File: config.mk
export PLATFORM = sky130hd
export DESIGN_NAME = mem_stage_ctrl_flat
export DESIGN_NICKNAME = d
export VERILOG_FILES = /design/src/rtl/mem_stage_ctrl_pkg.sv /design/src/rtl/mem_stage_ctrl_if.sv /design/src/rtl/mem_stage_ctrl_wb_data_mux.sv /design/src/rtl/mem_stage_ctrl.sv /design/src/flat_wrapper.sv
export SDC_FILE = /design/constraint.sdc
export NUM_CORES = 1
export LEC_CHECK = 0
export CORE_ASPECT_RATIO = 0.5
export CORE_MARGIN = 2
export CORE_UTILIZATION = 36
export DETAILED_ROUTE_END_ITERATION = 16
export PLACE_DENSITY = 0.93
export SKIP_LAST_GASP = 1
export SYNTH_ARGS = -nofsm -noshare
export SYNTH_HDL_FRONTEND = slang
export SYNTH_SLANG_ARGS = --single-unit
File: constraint.sdc
create_clock -name CLK -period 4.8 [get_ports CLK]
set_input_delay 0.96 -clock CLK [delete_from_list [all_inputs] [get_ports CLK]]
set_output_delay 0.96 -clock CLK [all_outputs]
set_load 0.005 [all_outputs]
File: src/rtl/mem_stage_ctrl_pkg.sv
// Shared types for the MEM stage controller: datapath words, register indices, writeback select
// codes, MEM-FSM state encoding and the MEM/WB payload.
package mem_stage_ctrl_pkg;

  localparam int unsigned WORD_W  = 32;
  localparam int unsigned REG_W   = 5;
  localparam int unsigned RDSEL_W = 3;

  typedef logic [WORD_W-1:0]  word_t;
  typedef logic [REG_W-1:0]   regbits_t;
  typedef logic [RDSEL_W-1:0] rdsel_t;

  typedef enum logic [1:0] {
    MEM_IDLE   = 2'd0,
    MEM_ACCESS = 2'd1,
    MEM_HALTED = 2'd2
  } memst_t;

  localparam rdsel_t RDSEL_ALU  = 3'd0;
  localparam rdsel_t RDSEL_LOAD = 3'd1;
  localparam rdsel_t RDSEL_LINK = 3'd2;
  localparam rdsel_t RDSEL_LUI  = 3'd3;

  typedef struct packed {
    logic     regWr;
    regbits_t rd;
    word_t    wdat;
    logic     halt;
  } mem_wb_t;

  // The dcache only takes word-aligned addresses.
  function automatic word_t word_align(input word_t addr);
    return {addr[WORD_W-1:2], 2'b00};
  endfunction

endpackage

File: src/rtl/mem_stage_ctrl_if.sv
// Bus bundles around the MEM stage: the dcache request/response port and the MEM/WB latch outputs.
interface dcache_if;
  import mem_stage_ctrl_pkg::*;

  logic  dmemREN;
  logic  dmemWEN;
  word_t dmemaddr;
  word_t dmemstore;
  logic  dhit;
  word_t dmemload;

  modport master (output dmemREN, output dmemWEN, output dmemaddr, output dmemstore,
                  input dhit, input dmemload);
  modport slave  (input dmemREN, input dmemWEN, input dmemaddr, input dmemstore,
                  output dhit, output dmemload);
endinterface

interface mem_wb_if;
  import mem_stage_ctrl_pkg::*;

  logic     wb_regWr;
  regbits_t wb_rd;
  word_t    wb_wdat;
  logic     wb_halt;

  modport master (output wb_regWr, output wb_rd, output wb_wdat, output wb_halt);
  modport slave  (input wb_regWr, input wb_rd, input wb_wdat, input wb_halt);
endinterface

File: src/rtl/mem_stage_ctrl_wb_data_mux.sv
// Writeback source select; kept standalone so WB forwarding paths can share it.
module wb_data_mux
  import mem_stage_ctrl_pkg::*;
(
  input  rdsel_t rd_sel,
  input  word_t  alu_res,
  input  word_t  load_dat,
  input  word_t  link_dat,
  input  word_t  lui_dat,
  output word_t  wdat
);

  // Codes 4..7 are unused encodings and fall back to the ALU result.
  always_comb begin
    wdat = alu_res;
    case (rd_sel)
      RDSEL_LOAD: wdat = load_dat;
      RDSEL_LINK: wdat = link_dat;
      RDSEL_LUI:  wdat = lui_dat;
      default:    wdat = alu_res;
    endcase
  end

endmodule

File: src/rtl/mem_stage_ctrl.sv
// MEM stage controller: issues dcache word accesses from the EX/MEM latch, stalls the front of
// the pipe until dhit, registers the MEM/WB fields and owns the sticky halt.
module mem_stage_ctrl
  import mem_stage_ctrl_pkg::*;
#(
  parameter int unsigned WAIT_CNT_W = 16
) (
  input  logic                  CLK,
  input  logic                  RST,
  input  logic                  dREN_i,
  input  logic                  dWEN_i,
  input  word_t                 addr_i,
  input  word_t                 store_i,
  input  word_t                 npc_i,
  input  word_t                 zeroExt_i,
  input  regbits_t              rd_i,
  input  logic                  regWr_i,
  input  rdsel_t                rdSel_i,
  input  logic                  halt_i,
  dcache_if.master              dc,
  mem_wb_if.master              wb,
  output logic                  mem_stall,
  output logic [WAIT_CNT_W-1:0] wait_cnt
);

  localparam logic [1:0] ST_IDLE   = MEM_IDLE;
  localparam logic [1:0] ST_ACCESS = MEM_ACCESS;
  localparam logic [1:0] ST_HALTED = MEM_HALTED;

  logic [1:0]            state_q, state_d;
  mem_wb_t               wb_q, wb_d;
  logic [WAIT_CNT_W-1:0] wait_cnt_q, wait_cnt_d;

  logic  req_c;
  logic  stall_c;
  word_t wdat_c;

  // A memory op in the latch is a live request unless halted or in reset.
  always_comb begin
    req_c   = (dREN_i | dWEN_i) & (state_q != ST_HALTED) & ~RST;
    stall_c = req_c & ~dc.dhit;
  end

  assign dc.dmemREN   = req_c & dREN_i;
  assign dc.dmemWEN   = req_c & dWEN_i & ~dREN_i;
  assign dc.dmemaddr  = req_c ? word_align(addr_i) : '0;
  assign dc.dmemstore = req_c ? store_i : '0;
  assign mem_stall    = stall_c;

  wb_data_mux u_wb_data_mux (
    .rd_sel   (rdSel_i),
    .alu_res  (addr_i),
    .load_dat (dc.dmemload),
    .link_dat (npc_i),
    .lui_dat  (zeroExt_i),
    .wdat     (wdat_c)
  );

  // Next-state, MEM/WB payload and stall counter.
  always_comb begin
    state_d    = state_q;
    wb_d       = wb_q;
    wait_cnt_d = wait_cnt_q;

    if (stall_c) begin
      wb_d.regWr = 1'b0;
      if (wait_cnt_q != '1) begin
        wait_cnt_d = wait_cnt_q + WAIT_CNT_W'(1);
      end
    end

    case (state_q)
      ST_IDLE, ST_ACCESS: begin
        if (stall_c) begin
          state_d = ST_ACCESS;
        end else begin
          wb_d.regWr = regWr_i;
          wb_d.rd    = rd_i;
          wb_d.wdat  = wdat_c;
          wb_d.halt  = wb_q.halt | halt_i;
          state_d    = halt_i ? ST_HALTED : ST_IDLE;
        end
      end
      ST_HALTED: begin
        wb_d.regWr = 1'b0;
        wb_d.halt  = 1'b1;
      end
      default: state_d = ST_IDLE;
    endcase
  end

  always_ff @(posedge CLK) begin
    if (RST) begin
      state_q    <= ST_IDLE;
      wb_q       <= '0;
      wait_cnt_q <= '0;
    end else begin
      state_q    <= state_d;
      wb_q       <= wb_d;
      wait_cnt_q <= wait_cnt_d;
    end
  end

  assign wb.wb_regWr = wb_q.regWr;
  assign wb.wb_rd    = wb_q.rd;
  assign wb.wb_wdat  = wb_q.wdat;
  assign wb.wb_halt  = wb_q.halt;
  assign wait_cnt    = wait_cnt_q;

endmodule

File: src/flat_wrapper.sv
// flat-port wrapper written by rule: the top's interface ports become plain ports
module mem_stage_ctrl_flat import mem_stage_ctrl_pkg::*;
#(
  parameter int unsigned WAIT_CNT_W = 16
)
  (CLK, RST, dREN_i, dWEN_i, addr_i, store_i, npc_i, zeroExt_i, rd_i, regWr_i, rdSel_i, halt_i, mem_stall, wait_cnt, dc_dmemREN, dc_dmemWEN, dc_dmemaddr, dc_dmemstore, dc_dhit, dc_dmemload, wb_wb_regWr, wb_wb_rd, wb_wb_wdat, wb_wb_halt);
  dcache_if dc_i ();
  mem_wb_if wb_i ();
  input  logic CLK;
  input  logic RST;
  input  logic dREN_i;
  input  logic dWEN_i;
  input  word_t addr_i;
  input  word_t store_i;
  input  word_t npc_i;
  input  word_t zeroExt_i;
  input  regbits_t rd_i;
  input  logic regWr_i;
  input  rdsel_t rdSel_i;
  input  logic halt_i;
  output logic mem_stall;
  output logic [WAIT_CNT_W-1:0] wait_cnt;
  output wire logic [$bits(dc_i.dmemREN)-1:0] dc_dmemREN;
  output wire logic [$bits(dc_i.dmemWEN)-1:0] dc_dmemWEN;
  output wire logic [$bits(dc_i.dmemaddr)-1:0] dc_dmemaddr;
  output wire logic [$bits(dc_i.dmemstore)-1:0] dc_dmemstore;
  input wire logic [$bits(dc_i.dhit)-1:0] dc_dhit;
  input wire logic [$bits(dc_i.dmemload)-1:0] dc_dmemload;
  output wire logic [$bits(wb_i.wb_regWr)-1:0] wb_wb_regWr;
  output wire logic [$bits(wb_i.wb_rd)-1:0] wb_wb_rd;
  output wire logic [$bits(wb_i.wb_wdat)-1:0] wb_wb_wdat;
  output wire logic [$bits(wb_i.wb_halt)-1:0] wb_wb_halt;
  assign dc_dmemREN = dc_i.dmemREN;
  assign dc_dmemWEN = dc_i.dmemWEN;
  assign dc_dmemaddr = dc_i.dmemaddr;
  assign dc_dmemstore = dc_i.dmemstore;
  assign dc_i.dhit = dc_dhit;
  assign dc_i.dmemload = dc_dmemload;
  assign wb_wb_regWr = wb_i.wb_regWr;
  assign wb_wb_rd = wb_i.wb_rd;
  assign wb_wb_wdat = wb_i.wb_wdat;
  assign wb_wb_halt = wb_i.wb_halt;
  mem_stage_ctrl #(.WAIT_CNT_W(WAIT_CNT_W)) u_core (.CLK(CLK), .RST(RST), .dREN_i(dREN_i), .dWEN_i(dWEN_i), .addr_i(addr_i), .store_i(store_i), .npc_i(npc_i), .zeroExt_i(zeroExt_i), .rd_i(rd_i), .regWr_i(regWr_i), .rdSel_i(rdSel_i), .halt_i(halt_i), .dc(dc_i), .wb(wb_i), .mem_stall(mem_stall), .wait_cnt(wait_cnt));
endmodule
==> reports/qor.csv <==
stage,metric,value,unit
outcome,status,completed,
sta,setup_ws,0.9743,ns
yosys,synth_top_area_cell,dfxtp_1,
cts,ctsHoldBuffers,0,
routing,wl_per_cell,17.96,um
cts,numCtsBuffers,9,
cts,cts.path.max_buffers,2,
yosys,seq_area_frac_synth,0.3076,
setup_path,crit_top_cell,clkdlybuf4s50_1,
cts,root_buffer,clkbuf_16,
global_routing,grtUsageTotal,0.2552,
sta,slew_violations,0,
routing,wirelength,15250,um
global_routing,grt_overflow,0,
layout,area_growth,90.59,%
routing,via_per_inst,5.298,
die,coreArea,10120,um2
flow_run,maxCapViolCount,0,
setup_path,cp_max_fo,26,
global_routing,first_global_vias,4253,
cts,clock_latency,0.32,ns
yosys,syn_area_per_cell,8.568,um2
routing,drc,0,
die,io_pins,297,
setup_path,cp_slowest_cell,or4_4,
cts,clock-sinks,57,
pwr,power_density,252.9,nW/um2
sta,setup_viol,0,
yosys,yosys.cell_types.count,39,
cts,h-tree-depth,3,
place,port_buffers,294,
setup_path,r2r_slack,2.56,ns
die,die_area,11180,um2
die,fp-row-count,26,
setup_path,cp-start-kind,input port,
setup_path,rr_startpoint,u_core.wait_cnt[0],
yosys,synth_area_leaders,"dfxtp_1, mux2_2, and2_1, o211a_1, a22oi_1",
hold_path,hold_end,u_core.state_q[0],
sta,finalCritPeriodShare,0.7970,
layout,drive_above_1_share,0.1058,
setup_path,rr_endpoint,u_core.wait_cnt[9],
pwr,p_int,1.359,mW
cts,post_cts_buffers,0,
hold_path,min_path_type,reg -> reg,
sta,skew,0.007292,ns
yosys,synth_cells,433,
hold_path,whs_path_depth,1,
setup_path,required,3.84,ns
die,initial_core_util,0.3667,
pwr,seqPwrFrac,0.297,
setup_path,worst_ep_arrival_time,2.87,ns
cts,tritoncts,done,
place,post-dp-hpwl,11690,um
routing,ant_nets,0,
layout,antenna_cells,0,
routing,first_pass_iters,5,
yosys,synth_edf_count,0,
hold_path,min_from,u_core.state_q[1],
yosys,synth-main-ff-cell,dfxtp_1,
sta,fin_crit,3.826,ns
yosys,netlist.area_leader.share,0.3076,
global_routing,antenna_found_initial,0,
place,gp_congestion,0.8967,
layout,final_nets,880,
sta,max_slew_margin,0.4669,
pwr,power_leakage,2.858,nW
routing,drt-initial-drc-count,260,
place,placed_area,6726,um2
yosys,async_flop_share,0,
global_routing,grt_max_degree,43,
pwr,clkPwrFrac,0.412,
cts,cts_resized,0,
sta,finalSetupTns,0,ns
die,die_h,75.78,um
place,pre_cts_ws,0.9715,ns
setup_path,path_cells,"clkdlybuf4s50_1, or4_4, inv_1, clkdlybuf4s50_1",
pwr,power_frac_comb,0.290,
yosys,syn-cell-area,3710,um2
pwr,finalPower,1.788,mW
setup_path,criticalPathCategory,in -> out,
setup_path,end_kind,output pin,
cts,clk_transition_reported_paths,0.05,ns
yosys,ys_warn_count,0,
yosys,ys_seq_elements,57,
pwr,swShare,0.2401,
layout,finalInstanceArea,7071,um2
sta,clock.fmax,0.2614,GHz
setup_path,critPathMaxStageDelay,0.73,ns
global_routing,grt_pass1_wl,22330,um
pwr,power.switching,0.4293,mW
sta,hold_viol,0,
pwr,peakVddDrop,0.0002540,V
die,fp.dieW,147.6,um
routing,vias,4498,
sta,rsz0062_at_grt,false,
sta,tightest_slew,0.7997,ns
setup_path,r2r_cells,6,
-- worst max path at each step --
| stage | startpoint | end | slack (ns) | depth (start not counted) |
|---|---|---|---|---|
| after global placement | RST | mem_stall | 1.01 | 4 |
| final | RST | mem_stall | 0.97 | 4 |
| after floorplan | RST | dc_dmemaddr[10] | 1.84 | 4 |
| after CTS | dREN_i | dc_dmemaddr[28] | 0.97 | 6 |
| after global routing | dREN_i | dc_dmemaddr[22] | 0.87 | 6 |
| after detailed placement | dREN_i | dc_dmemaddr[28] | 0.97 | 6 |
-- layout make-up --
type / count / area (um2)
inverters: 5 / 18.77
clock inverters: 6 / 105.1
repair buffers: 305 / 3025
fillers: 783 / 3047
clock buffers: 10 / 239.0
multi-input cells: 326 / 2366
well taps: 140 / 175.2
flip-flops and latches: 57 / 1141
-- metal layers --
metal  GRT usage  vias up  part of all wire  wire length, um
met1      0.3148     2148              0.41             6212
met5           0        -                 0                0
li1            -     2134                 -                -
met2      0.4574      184              0.51             7766
met4     0.06944        0             0.021              324
met3     0.06287       32             0.062              947
-- synth_stat cells, types with 5 or more instances --
cell type   n
dfxtp_1    57
and2_1     63
a22oi_1    32
mux2i_1     7
nor2b_1     6
mux2_2     37
o211a_1    32
nor4_1      5
nor2_1     15
clkbuf_1   38
or4_1       6
nand3_1     5
o211ai_1   32
nand2_1    43
a21oi_1     9
-- power groups by stage --
stage          registers, mW  logic [mW]  clock network (mW)
6_report               0.532       0.519               0.737
5_1_grt                0.535       0.557               0.777
4_1_cts                0.531       0.519               0.751
3_5_place_dp           0.541       0.516                   0
3_3_place_gp           0.538       0.507                   0
2_1_floorplan          0.542       0.190                   0
-- critical path: cells and delay by family --
| family | cells | cell delay (ns) |
|---|---|---|
| buffers and inverters | 3 | 1.17 |
| AND/OR/NAND/NOR | 1 | 0.73 |
-- registers in the layout, indices dropped and copies added (netlist names) --
signal,count
u_core.wb.wb_rd,5
u_core.wb.wb_halt,1
u_core.wb.wb_wdat,32
u_core.wb.wb_regWr,1
u_core.state_q,2
u_core.wait_cnt,16
-- per-stage QoR --
step,hold WS (ns),util,cells
floorplan,0.4219,-,434
CTS,0.4619,0.6989,849
global route,0.5000,0.6989,849
detailed placement,0.4516,0.6649,833
finish,0.4568,0.6989,849
global placement,0.4337,0.6649,833
-- layout by cell type, fill, tap and decap left out, types with 4 or more instances in the layout --
cell type / Yosys / layout
nand2_1: 43 / 43
nand3_1: 5 / 5
nor2_1: 15 / 15
nor2b_1: 6 / 5
o211a_1: 32 / 32
mux2_2: 37 / 37
mux2i_1: 7 / 7
o211ai_1: 32 / 32
or4_1: 6 / 6
dfxtp_1: 57 / 57
buf_4: 2 / 11
nand4_1: 4 / 4
clkdlybuf4s50_1: 0 / 294
and2_1: 63 / 63
nor4_1: 5 / 4
clkbuf_16: 0 / 9
a21oi_1: 9 / 9
inv_1: 4 / 4
a22oi_1: 32 / 32
o31ai_1: 4 / 4
-- kinds of logic after synthesis --
kind of cell | synth area share
compound gates | 0.2550
fa+ha+maj | 0.003372
buf+inv | 0.06070
flops | 0.3076
mux | 0.1312
other cells | 0.001011
simple gates | 0.2411
(Power assumes the default switching activity.)
